===== src/rtl/pll_lock_rst_seq.sv =====
`default_nettype none
// ============================================================================
// Module      : pll_lock_rst_seq
// Description : Clock-wizard reset/lock sequencer. Pulses the wizard reset,
//               qualifies the synchronised 'locked' status over a stable
//               window and releases a clean system reset. Optional retry
//               limit with a terminal FAIL state via RST_SEQ_RETRY_LIMIT_EN.
// Revision    : 1.0 - initial release
// ============================================================================
module pll_lock_rst_seq #(
    parameter int SYNC_STAGES      = 2,
    parameter int PLL_RST_CYC      = 16,
    parameter int LOCK_STABLE_CYC  = 1000,
    parameter int LOCK_TIMEOUT_CYC = 50000,
    parameter int LOSS_CNT_W       = 8,
    parameter int MAX_RETRY        = 4
) (
    input  logic                  sys_clk,
    input  logic                  sys_rst_n,
    input  logic                  locked,
    output logic                  pll_rst,
    output logic                  rst_n_out,
    output logic                  lock_ok,
    output logic                  timeout_err,
    output logic [LOSS_CNT_W-1:0] lock_loss_cnt,
    output logic                  fail
);

    localparam int c_PLL_W = $clog2(PLL_RST_CYC + 1);
    localparam int c_STB_W = $clog2(LOCK_STABLE_CYC + 1);
    localparam int c_TMO_W = $clog2(LOCK_TIMEOUT_CYC + 1);

    localparam logic [c_PLL_W-1:0]    c_PLL_LAST = c_PLL_W'(PLL_RST_CYC - 1);
    localparam logic [c_STB_W-1:0]    c_STB_LAST = c_STB_W'(LOCK_STABLE_CYC - 1);
    localparam logic [c_STB_W-1:0]    c_STB_ONE  = c_STB_W'(1);
    localparam logic [c_TMO_W-1:0]    c_TMO_LAST = c_TMO_W'(LOCK_TIMEOUT_CYC - 1);
    localparam logic [LOSS_CNT_W-1:0] c_LOSS_MAX = '1;

    typedef enum logic [2:0] {
        ST_PLL_RST   = 3'd0,
        ST_WAIT_LOCK = 3'd1,
        ST_STABLE    = 3'd2,
        ST_RUN       = 3'd3,
        ST_FAIL      = 3'd4
    } state_t;

    state_t                  r_state;
    state_t                  w_state_nxt;
    logic [SYNC_STAGES-1:0]  r_sync;
    logic                    w_locked_s;
    logic [c_PLL_W-1:0]      r_pll_cnt;
    logic [c_PLL_W-1:0]      w_pll_cnt_nxt;
    logic [c_TMO_W-1:0]      r_tmo_cnt;
    logic [c_TMO_W-1:0]      w_tmo_cnt_nxt;
    logic [c_STB_W-1:0]      r_stb_cnt;
    logic [c_STB_W-1:0]      w_stb_cnt_nxt;
    logic [LOSS_CNT_W-1:0]   r_loss_cnt;
    logic [LOSS_CNT_W-1:0]   w_loss_nxt;
    logic                    w_timeout;
    logic                    r_pll_rst;
    logic                    r_rst_n_out;
    logic                    r_lock_ok;
    logic                    r_timeout_err;

`ifdef RST_SEQ_RETRY_LIMIT_EN
    localparam int                 c_RETRY_W    = $clog2(MAX_RETRY + 1);
    localparam logic [c_RETRY_W-1:0] c_RETRY_LAST = c_RETRY_W'(MAX_RETRY - 1);
    logic [c_RETRY_W-1:0] r_retry;
    logic [c_RETRY_W-1:0] w_retry_nxt;
    logic                 r_fail;
`endif

    // 'locked' is asynchronous to sys_clk; only the last stage is ever used
    always_ff @(posedge sys_clk or negedge sys_rst_n) begin
        if (!sys_rst_n) begin
            r_sync <= '0;
        end else begin
            r_sync <= {r_sync[SYNC_STAGES-2:0], locked};
        end
    end

    assign w_locked_s = r_sync[SYNC_STAGES-1];

    always_comb begin
        w_state_nxt   = r_state;
        w_pll_cnt_nxt = r_pll_cnt;
        w_tmo_cnt_nxt = r_tmo_cnt;
        w_stb_cnt_nxt = r_stb_cnt;
        w_loss_nxt    = r_loss_cnt;
        w_timeout     = 1'b0;
`ifdef RST_SEQ_RETRY_LIMIT_EN
        w_retry_nxt   = r_retry;
`endif
        case (r_state)
            ST_PLL_RST: begin
                if (r_pll_cnt == c_PLL_LAST) begin
                    w_state_nxt   = ST_WAIT_LOCK;
                    w_pll_cnt_nxt = '0;
                    w_tmo_cnt_nxt = '0;
                end else begin
                    w_pll_cnt_nxt = r_pll_cnt + 1'b1;
                end
            end
            ST_WAIT_LOCK: begin
                // Lock takes priority over a timeout landing on the same cycle
                if (w_locked_s) begin
                    w_tmo_cnt_nxt = '0;
                    if (LOCK_STABLE_CYC == 1) begin
                        w_state_nxt   = ST_RUN;
                        w_stb_cnt_nxt = '0;
`ifdef RST_SEQ_RETRY_LIMIT_EN
                        w_retry_nxt   = '0;
`endif
                    end else begin
                        w_state_nxt   = ST_STABLE;
                        w_stb_cnt_nxt = c_STB_ONE;
                    end
                end else if (r_tmo_cnt == c_TMO_LAST) begin
                    w_timeout     = 1'b1;
                    w_tmo_cnt_nxt = '0;
                    w_pll_cnt_nxt = '0;
`ifdef RST_SEQ_RETRY_LIMIT_EN
                    if (r_retry == c_RETRY_LAST) begin
                        w_state_nxt = ST_FAIL;
                    end else begin
                        w_state_nxt = ST_PLL_RST;
                        w_retry_nxt = r_retry + 1'b1;
                    end
`else
                    w_state_nxt   = ST_PLL_RST;
`endif
                end else begin
                    w_tmo_cnt_nxt = r_tmo_cnt + 1'b1;
                end
            end
            ST_STABLE: begin
                if (!w_locked_s) begin
                    w_state_nxt   = ST_WAIT_LOCK;
                    w_tmo_cnt_nxt = '0;
                    w_stb_cnt_nxt = '0;
                end else if (r_stb_cnt == c_STB_LAST) begin
                    w_state_nxt   = ST_RUN;
                    w_stb_cnt_nxt = '0;
`ifdef RST_SEQ_RETRY_LIMIT_EN
                    w_retry_nxt   = '0;
`endif
                end else begin
                    w_stb_cnt_nxt = r_stb_cnt + 1'b1;
                end
            end
            ST_RUN: begin
                // Loss of lock re-qualifies without pulsing the wizard reset
                if (!w_locked_s) begin
                    w_state_nxt   = ST_WAIT_LOCK;
                    w_tmo_cnt_nxt = '0;
                    if (r_loss_cnt != c_LOSS_MAX) begin
                        w_loss_nxt = r_loss_cnt + 1'b1;
                    end
                end
            end
`ifdef RST_SEQ_RETRY_LIMIT_EN
            ST_FAIL: begin
                w_state_nxt = ST_FAIL;
            end
`endif
            default: begin
                w_state_nxt   = ST_PLL_RST;
                w_pll_cnt_nxt = '0;
            end
        endcase
    end

    // Outputs are registered from the next state so they change on the transition edge
    always_ff @(posedge sys_clk or negedge sys_rst_n) begin
        if (!sys_rst_n) begin
            r_state       <= ST_PLL_RST;
            r_pll_cnt     <= '0;
            r_tmo_cnt     <= '0;
            r_stb_cnt     <= '0;
            r_loss_cnt    <= '0;
            r_pll_rst     <= 1'b1;
            r_rst_n_out   <= 1'b0;
            r_lock_ok     <= 1'b0;
            r_timeout_err <= 1'b0;
        end else begin
            r_state       <= w_state_nxt;
            r_pll_cnt     <= w_pll_cnt_nxt;
            r_tmo_cnt     <= w_tmo_cnt_nxt;
            r_stb_cnt     <= w_stb_cnt_nxt;
            r_loss_cnt    <= w_loss_nxt;
            r_pll_rst     <= (w_state_nxt == ST_PLL_RST) || (w_state_nxt == ST_FAIL);
            r_rst_n_out   <= (w_state_nxt == ST_RUN);
            r_lock_ok     <= (w_state_nxt == ST_RUN);
            r_timeout_err <= w_timeout;
        end
    end

`ifdef RST_SEQ_RETRY_LIMIT_EN
    always_ff @(posedge sys_clk or negedge sys_rst_n) begin
        if (!sys_rst_n) begin
            r_retry <= '0;
            r_fail  <= 1'b0;
        end else begin
            r_retry <= w_retry_nxt;
            r_fail  <= (w_state_nxt == ST_FAIL);
        end
    end

    assign fail = r_fail;
`else
    assign fail = 1'b0;
`endif

    assign pll_rst       = r_pll_rst;
    assign rst_n_out     = r_rst_n_out;
    assign lock_ok       = r_lock_ok;
    assign timeout_err   = r_timeout_err;
    assign lock_loss_cnt = r_loss_cnt;

endmodule
`default_nettype wire


===== config.mk =====
export PLATFORM = sky130hd
export DESIGN_NAME = pll_lock_rst_seq
export DESIGN_NICKNAME = d
export VERILOG_FILES = /design/src/rtl/pll_lock_rst_seq.sv
export SDC_FILE = /design/constraint.sdc
export NUM_CORES = 1
export LEC_CHECK = 0
export CORE_UTILIZATION = 59
export CTS_BUF_LIST = sky130_fd_sc_hd__clkbuf_16
export DETAILED_ROUTE_END_ITERATION = 10
export PLACE_DENSITY = 0.76
export SYNTH_ARGS = -nofsm -noshare
export SYNTH_HDL_FRONTEND = slang
export SYNTH_SLANG_ARGS = --single-unit

===== constraint.sdc =====
create_clock -name sys_clk -period 2.7 [get_ports sys_clk]
set_input_delay 0.54 -clock sys_clk [delete_from_list [all_inputs] [get_ports sys_clk]]
set_output_delay 0.54 -clock sys_clk [all_outputs]
set_load 0.01 [all_outputs]

=== Yosys cells after proc, flatten, opt, wreduce, memory -nomap -nowiden ===
Index checks and enable logic that the tools add are counted.

* Add/subtract/negate cells: 4
* Shifts and indexed selects: 0
* Div/mod/pow operators: 0
* Reductions and logical operators: 10
* $lt $le $gt $ge: 0
* Bitwise operators: 2
* Equality and inequality tests: 14
* $mul: 0
* Muxes and demuxes: 23

{| class="wikitable"
|+ Operators by type and width
! operator !! count
|-
| two-way mux 16 bit || 4
|-
| one-hot mux 16 bit (3 select lines) || 1
|-
| two-way mux 10 bit || 3
|-
| one-hot mux 10 bit (2 select lines) || 1
|-
| two-way mux 3 bit || 6
|-
| adder 16 x 1 -> 16 bit (second input constant) || 1
|-
| equality test 16 bit (second input constant) || 1
|-
| two-way mux 5 bit || 3
|-
| one-hot mux 5 bit (3 select lines) || 1
|-
| one-hot mux 3 bit (4 select lines) || 1
|-
| adder 10 x 1 -> 10 bit (second input constant) || 1
|-
| equality test 10 bit (second input constant) || 1
|-
| inequality test 2 bit (second input constant) || 5
|-
| equality test 3 x 2 -> 1 bit (second input constant) || 3
|-
| AND reduction 3 bit || 3
|-
| adder 8 x 1 -> 8 bit (second input constant) || 1
|-
| inequality test 8 bit (second input constant) || 1
|-
| zero test 3 bit || 2
|-
| adder 5 x 1 -> 5 bit (second input constant) || 1
|-
| equality test 5 x 4 -> 1 bit (second input constant) || 1
|-
| equality test 3 x 1 -> 1 bit (second input constant) || 1
|-
| equality test 3 bit (second input constant) || 1
|-
| two-way mux 1 bit || 3
|-
| nonzero test 3 bit || 1
|-
| 5 further kinds || 6
|}

* Memories: 0
* Latch bits: 0
* Bits in registers: 47
* ROM bits: 0
* Input bits: 3
* RAM bits: 0

=== Longest topological paths before layout ===
Gate-level depths: netlist of run 1.

* Depth in word-level cells: 6
* Mapped depth: 6
* Depth with buffers taken out: 5

=== Worst setup path after synthesis of run 1 ===
Ideal clock, no wire load.

* Kind: register -> register
* Start point: register r_tmo_cnt[0]
* End point: register r_tmo_cnt[14]
* Arrival time: 1.800 ns
* Setup slack: 0.823 ns
* Library setup time: 0.076 ns
* Clock period less this slack: 1.877 ns
* Stages on the path, launching flop included: 6
* Data required time: 2.624 ns
* Cells stage by stage: dfrtp_1 > ha_1 > nand3_1 > or4_4 > or4b_1 > o21ai_1

* Cells in the longest elaborated chain, start to end: 4
* Elaborated cells on any way between the ends: 5

{| class="wikitable"
|+ Ends and longest elaborated chain
! item !! line !! text
|-
| from (decl) || 53 || <nowiki>logic [c_TMO_W-1:0] r_tmo_cnt;</nowiki>
|-
| from (signal assigned) || 188 || <nowiki>r_tmo_cnt <= w_tmo_cnt_nxt;</nowiki>
|-
| adder 16 x 1 -> 16 bit / equality test 16 bit (equally long branches) || 133, 118 ||
|-
| two-way mux 16 bit (*) || 118 || <nowiki>end else if (r_tmo_cnt == c_TMO_LAST) begin</nowiki>
|-
| two-way mux 16 bit (*) || 106 || <nowiki>if (w_locked_s) begin</nowiki>
|-
| one-hot mux 16 bit (3 select lines) (*) || 94 || <nowiki>case (r_state)</nowiki>
|}

Every way passes the cells marked *; elsewhere a longest branch is shown, timed or not.
A chain may end at the register's enable or synchronous reset.

=== Worst setup path after layout of run 1 ===
Ends and elaborated chain as after synthesis.

==> impl_metrics.csv, run 1 <==
group,metric,value,unit
clock_network,cts_tree,"built",
synthesis,synth_top_cell_by_area,"dfrtp_1",
grt,grt_remaining_overflow,0,
worst_setup_path,critPathLaunchType,"flop",
clock_network,cts_root_buf,"clkbuf_16",
clock_network,cts_buffer_depth,2,
synthesis,synth_top_area_share,45.5,%
clock_network,clk_pin_slew,0.06,ns
grt,grt.total_usage,26.0,%
timing,relSlewSlack,37.0,%
worst_setup_path,cp_max_fo,6,
clock_network,holdBufCountCts,0,
timing,rsz0062_at_grt,"false",
synthesis,synthTopCellsByArea,"dfrtp_1 46%, a31oi_1 4.0%, xor2_1 3.5%, nor2_1 3.4%, nand3_1 3.4%",
floorplanning,fp.coreArea,4060,um^2
grt,first_global_vias,1860,
synthesis,synthArstFlopShare,100,%
hold_path,hold_path_startpoint,"r_sync[0]",
floorplanning,die_w,67.5,um
power_and_ir_drop,combPwrFrac,3.9,%
worst_setup_path,rr_worst_depth,5,
clock_network,htree_levels,2,
placement,place_hpwl,3480,um
hold_path,hold_class,"reg -> reg",
synthesis,syn_area,2530,um^2
power_and_ir_drop,netSwitchingFraction,21.4,%
timing,setup_tns,0,ns
job,drv_cap,0,
synthesis,ys.flop_type,"dfrtp_1",
timing,hold_viol,0,
synthesis,avgSynthCellArea,9.76,um^2
clock_network,cts.repair.resized,0,
placement,gp_congestion,0.906,
synthesis,synth.yosys.seq_area_share,46.6,%
worst_setup_path,critPathLaunch,"r_tmo_cnt[0]",
detailed_routing,ant_nets,0,
grt,antenna_found_initial,0,
power_and_ir_drop,p_leak,1.21,nW
timing,whs,0.348,ns
clock_network,clk_latency,0.29,ns
layout,layout_common_cells,"46 x dfrtp_1, 23 x nor2_1, 18 x nand2_1",
floorplanning,ios,16,
power_and_ir_drop,pwr-share-clk,46.2,%
detailed_routing,vias,2064,
grt,grt_first_pass_wirelength,8740,um
detailed_routing,drt_iter0_markers,240,
detailed_routing,post_drt_wl_per_cell,16.3,um
timing,final-max-slew-violation-count,0,
floorplanning,std_cell_rows,23,
power_and_ir_drop,seq_power_share,50.0,%
worst_setup_path,path_class,"reg -> reg",
synthesis,yosys_warnings,0,
layout,drive_above_1_share,8.46,%
timing,min_period,2.08,ns
detailed_routing,dr.pass1.iters,4,
synthesis,yosys_register_bits,47,
clock_network,cts_buffers,5,
hold_path,holdPathStages,0,
worst_setup_path,required,2.91,ns
layout,layout_commonest_cell,"dfrtp_1",
timing,tightestPinTransition,0.945,ns
worst_setup_path,critPathArrivalTime,2.30,ns
worst_setup_path,timing.rr.start,"r_tmo_cnt[0]",
power_and_ir_drop,p_per_area,523,nW/um^2
grt,grt_max_degree,44,
synthesis,netlist_instances,259,
layout,nets,278,
synthesis,synth_edf_count,0,
detailed_routing,drt_wl_total,5240,um
layout,antenna_cells,0,
hold_path,hold_end,"r_sync[1]",
detailed_routing,viasPerCell,6.41,
timing,post-route-period-util,77.2,%
clock_network,cts_setup_buffers,0,
floorplanning,die_area,4550,um^2
worst_setup_path,r2r_end,"r_tmo_cnt[14]",
power_and_ir_drop,ir_worst_vdd,0.351,mV
detailed_routing,drc_errors,0,
clock_network,cts.sinks,47,
layout,syn2layout_area_growth,13.1,%
worst_setup_path,endpoint_kind,"flop",
timing,setup_viol,0,
worst_setup_path,regToRegSetupSlack,0.62,ns
floorplanning,start_util,62.3,%
power_and_ir_drop,p_int,1.18,mW
synthesis,synth.distinct_cells,63,
floorplanning,die_h,67.5,um
run_status,status,"complete, no violations",
timing,skew,0.00659,ns
power_and_ir_drop,p_sw,0.320,mW
timing,fmax,0.480,GHz
placement,io_buffers,14,
## state kept, by name (all words and copies together) (netlist names)
signal,count
lock_loss_cnt,8
r_stb_cnt,10
r_pll_cnt,5
r_state,3
r_sync,2
lock_ok,1
r_tmo_cnt,16
pll_rst,1
timeout_err,1
## layer usage
layer  track usage [%]  share of wire (%)  vias to the layer above
met5                 0                  0                        -
li1                  -                  -                     1006
met4              9.31                1.5                        0
met3              6.25                4.2                        8
met1              37.3                 49                     1004
met2              38.1                 45                       46
## Yosys cell counts (4+ instances only)
cell and count:
clkbuf_1 9, a31oi_1 16, ha_1 4, a21oi_1 4, o31ai_1 4, inv_1 8
dfrtp_1 46, nand4_1 8, xor2_1 10, nor3_1 4, o21ai_0 14, nor2_1 23
nand3_1 17, a41oi_1 4, nand2_1 18
## power by group through the flow
stage	registers, mW	clock network, mW	logic (mW)
2_1_floorplan	0.751	0	0.0385
3_3_place_gp	0.759	0	0.0568
3_5_place_dp	0.759	0	0.0595
4_1_cts	0.746	0.701	0.0591
5_1_grt	0.749	0.722	0.0692
6_report	0.747	0.690	0.0577
## final cells by class
| cell class | count | area [um^2] |
|---|---|---|
| clock buffer | 5 | 125 |
| inverter | 8 | 30.0 |
| multi-input combinational | 191 | 1260 |
| clock inverter | 3 | 37.5 |
| sequential | 47 | 1180 |
| tap | 50 | 62.6 |
| fill | 296 | 1200 |
| timing repair buffer | 18 | 165 |
## kinds of logic after synthesis
family,after synthesis,synth area share (%)
compound gates,66,18.2
simple gates,107,25.1
flops,47,46.6
fa+ha+maj,4,1.98
xor+xnor,11,3.81
other cells,1,0.148
buf+inv,22,3.71
mux,1,0.446
## critical path, stage by stage, from the launching register on
cell	delay, ns
dfrtp_1	0.41
ha_1	0.25
nand3_1	0.20
or4_4	0.58
or4b_1	0.47
o21ai_1	0.10
## metrics by stage
stage	total power [mW]	worst slack, ns	utilization (%)	area (um^2)	cells
after floorplan	0.790	0.823	-	2530	260
after global placement	0.816	0.704	66.4	2700	314
after detailed placement	0.818	0.645	66.4	2700	314
after CTS	1.51	0.615	70.4	2860	322
after global routing	1.54	0.502	70.4	2860	322
final	1.50	0.615	70.4	2860	322
## worst max-delay path by stage
stage	to	cells after the start
after floorplan	r_tmo_cnt[14]	5
after global placement	r_tmo_cnt[14]	5
after detailed placement	r_tmo_cnt[14]	5
after CTS	r_tmo_cnt[14]	5
after global routing	r_tmo_cnt[14]	5
final	r_tmo_cnt[14]	5
(Power assumes the default switching activity.)
==> inputs of run 2 (changes only) <==
Settings changed: CORE_UTILIZATION 59 to 53, PLACE_DENSITY 0.76 to 0.72.
Clock period 2.7 ns to 1.9 ns, I/O delays scaled along.
==> impl_metrics.csv, run 2 (synthesis gave the netlist of run 1 again) <==
group,metric,value,unit
run_status,status,"complete, no violations",
detailed_routing,viasPerCell,6.25,
clock_network,cts_buffers,5,
layout,regMostFlops,"r_tmo_cnt",
detailed_routing,drt_iter0_markers,227,
power_and_ir_drop,p_leak,1.36,nW
layout,drive_above_1_share,18.5,%
worst_setup_path,r2r_end,"r_tmo_cnt[14]",
power_and_ir_drop,pwr-share-clk,41.8,%
layout,layout_commonest_cell,"dfrtp_1",
clock_network,cts.sinks,47,
detailed_routing,drt_wl_total,5730,um
hold_path,hold_path_startpoint,"r_sync[0]",
detailed_routing,drc_errors,0,
power_and_ir_drop,p_int,1.55,mW
worst_setup_path,rr_worst_depth,3,
worst_setup_path,endpoint_kind,"flop",
clock_network,cts_tree,"built",
placement,place_hpwl,3990,um
power_and_ir_drop,p_per_area,639,nW/um^2
job,drv_cap,0,
layout,nets,308,
worst_setup_path,critPathArrivalTime,2.00,ns
worst_setup_path,required,2.10,ns
timing,min_period,1.80,ns
floorplanning,start_util,56.5,%
grt,grt_max_degree,24,
clock_network,clk_pin_slew,0.06,ns
detailed_routing,ant_nets,0,
floorplanning,fp.coreArea,4470,um^2
worst_setup_path,cp_max_fo,5,
floorplanning,ios,16,
worst_setup_path,regToRegSetupSlack,0.1,ns
timing,setup_viol,0,
worst_setup_path,critPathLaunch,"r_sync[1]",
floorplanning,die_area,5050,um^2
hold_path,holdPathStages,0,
detailed_routing,dr.pass1.iters,4,
worst_setup_path,critPathLaunchType,"flop",
clock_network,clk_latency,0.28,ns
layout,antenna_cells,0,
grt,grt.total_usage,24.6,%
clock_network,cts_buffer_depth,2,
timing,fmax,0.556,GHz
worst_setup_path,timing.rr.start,"r_sync[1]",
timing,rsz0062_at_grt,"true",
floorplanning,die_h,71.1,um
hold_path,hold_class,"reg -> reg",
power_and_ir_drop,combPwrFrac,5.1,%
detailed_routing,vias,2211,
grt,antenna_found_initial,0,
detailed_routing,post_drt_wl_per_cell,16.2,um
power_and_ir_drop,ir_worst_vdd,0.489,mV
grt,grt_remaining_overflow,0,
worst_setup_path,path_class,"reg -> reg",
power_and_ir_drop,netSwitchingFraction,22.0,%
layout,final_util,69.5,%
timing,post-route-period-util,94.7,%
hold_path,hold_end,"r_sync[1]",
grt,grt_first_pass_wirelength,9710,um
floorplanning,die_w,71.1,um
timing,final-max-slew-violation-count,0,
layout,syn2layout_area_growth,23.0,%
layout,nFillCells,339,
clock_network,htree_levels,2,
floorplanning,std_cell_rows,24,
layout,largest_reg_flops,16,
timing,hold_viol,0,
power_and_ir_drop,total_power,1.99,mW
power_and_ir_drop,p_sw,0.438,mW
power_and_ir_drop,seq_power_share,53.1,%
placement,gp_congestion,0.969,
layout,layout_common_cells,"46 x dfrtp_1, 32 x buf_4, 23 x nor2_1",
timing,skew,0.00813,ns
placement,io_buffers,14,
grt,first_global_vias,2090,
clock_network,cts_root_buf,"clkbuf_16",
run 2: power groups by stage:
stage	logic [mW]	registers [mW]	clock network (mW)
after CTS	0.104	1.05	0.854
after detailed placement	0.103	1.07	0
after global placement	0.0987	1.07	0
after global routing	0.120	1.06	0.889
final	0.102	1.05	0.831
after floorplan	0.0547	1.07	0
run 2: through the flow:
step                instances  setup TNS, ns  area [um^2]  setup WS (ns)  hold slack (ns)
floorplan                 260              0         2530         0.0232           0.0844
CTS                       352              0         3070        0.00523            0.355
global route              354      -0.000697         3110      -0.000697            0.366
global placement          343              0         2910         0.0957            0.291
finish                    354              0         3110         0.0999            0.351
detailed placement        343              0         2910        0.00151            0.294
run 2: critical path, stage by stage, from the launching register on:
cell	delay, ns
dfrtp_1	0.37
or4b_2	0.74
or4b_1	0.52
o21ai_1	0.10
run 2: final cells by class:
type / instances / area, um^2 / area share (%)
sequential: 47 / 1180 / 37.9
timing repair buffer: 48 / 405 / 13.0
multi-input combinational: 191 / 1290 / 41.5
inverter: 8 / 30.0 / 0.966
clock buffer: 5 / 125 / 4.03
clock inverter: 3 / 16.3 / 0.523
tap: 52 / 65.1 / 2.09
run 2: worst max path at each step:
stage                    end  slack [ns]  depth (start not counted)
5_1_grt        r_tmo_cnt[13]     -0.0007                          6
2_1_floorplan  r_tmo_cnt[14]        0.02                          5
3_3_place_gp   r_tmo_cnt[14]         0.1                          5
6_report       r_tmo_cnt[14]         0.1                          3
3_5_place_dp   r_tmo_cnt[14]       0.002                          5
4_1_cts        r_tmo_cnt[14]       0.005                          5
run 2: repair_timing:
| item | in CTS | in global routing |
|---|---|---|
| setup endpoints to repair | 1 | 10 |
| gates resized for setup | 1 | 4 |
| hold buffers | 1 | 0 |
| endpoints found under the hold margin | 11 | 0 |
| pin swaps | 0 | 2 |
| setup buffers | 0 | 2 |
run 2: routing by layer:
layer	wire [um]	up-vias	track usage [%]
met5	0	-	0
met2	2720	62	39.3
met3	349	2	5.84
met1	2640	1078	33.7
li1	-	1069	-
met4	30	0	7.11
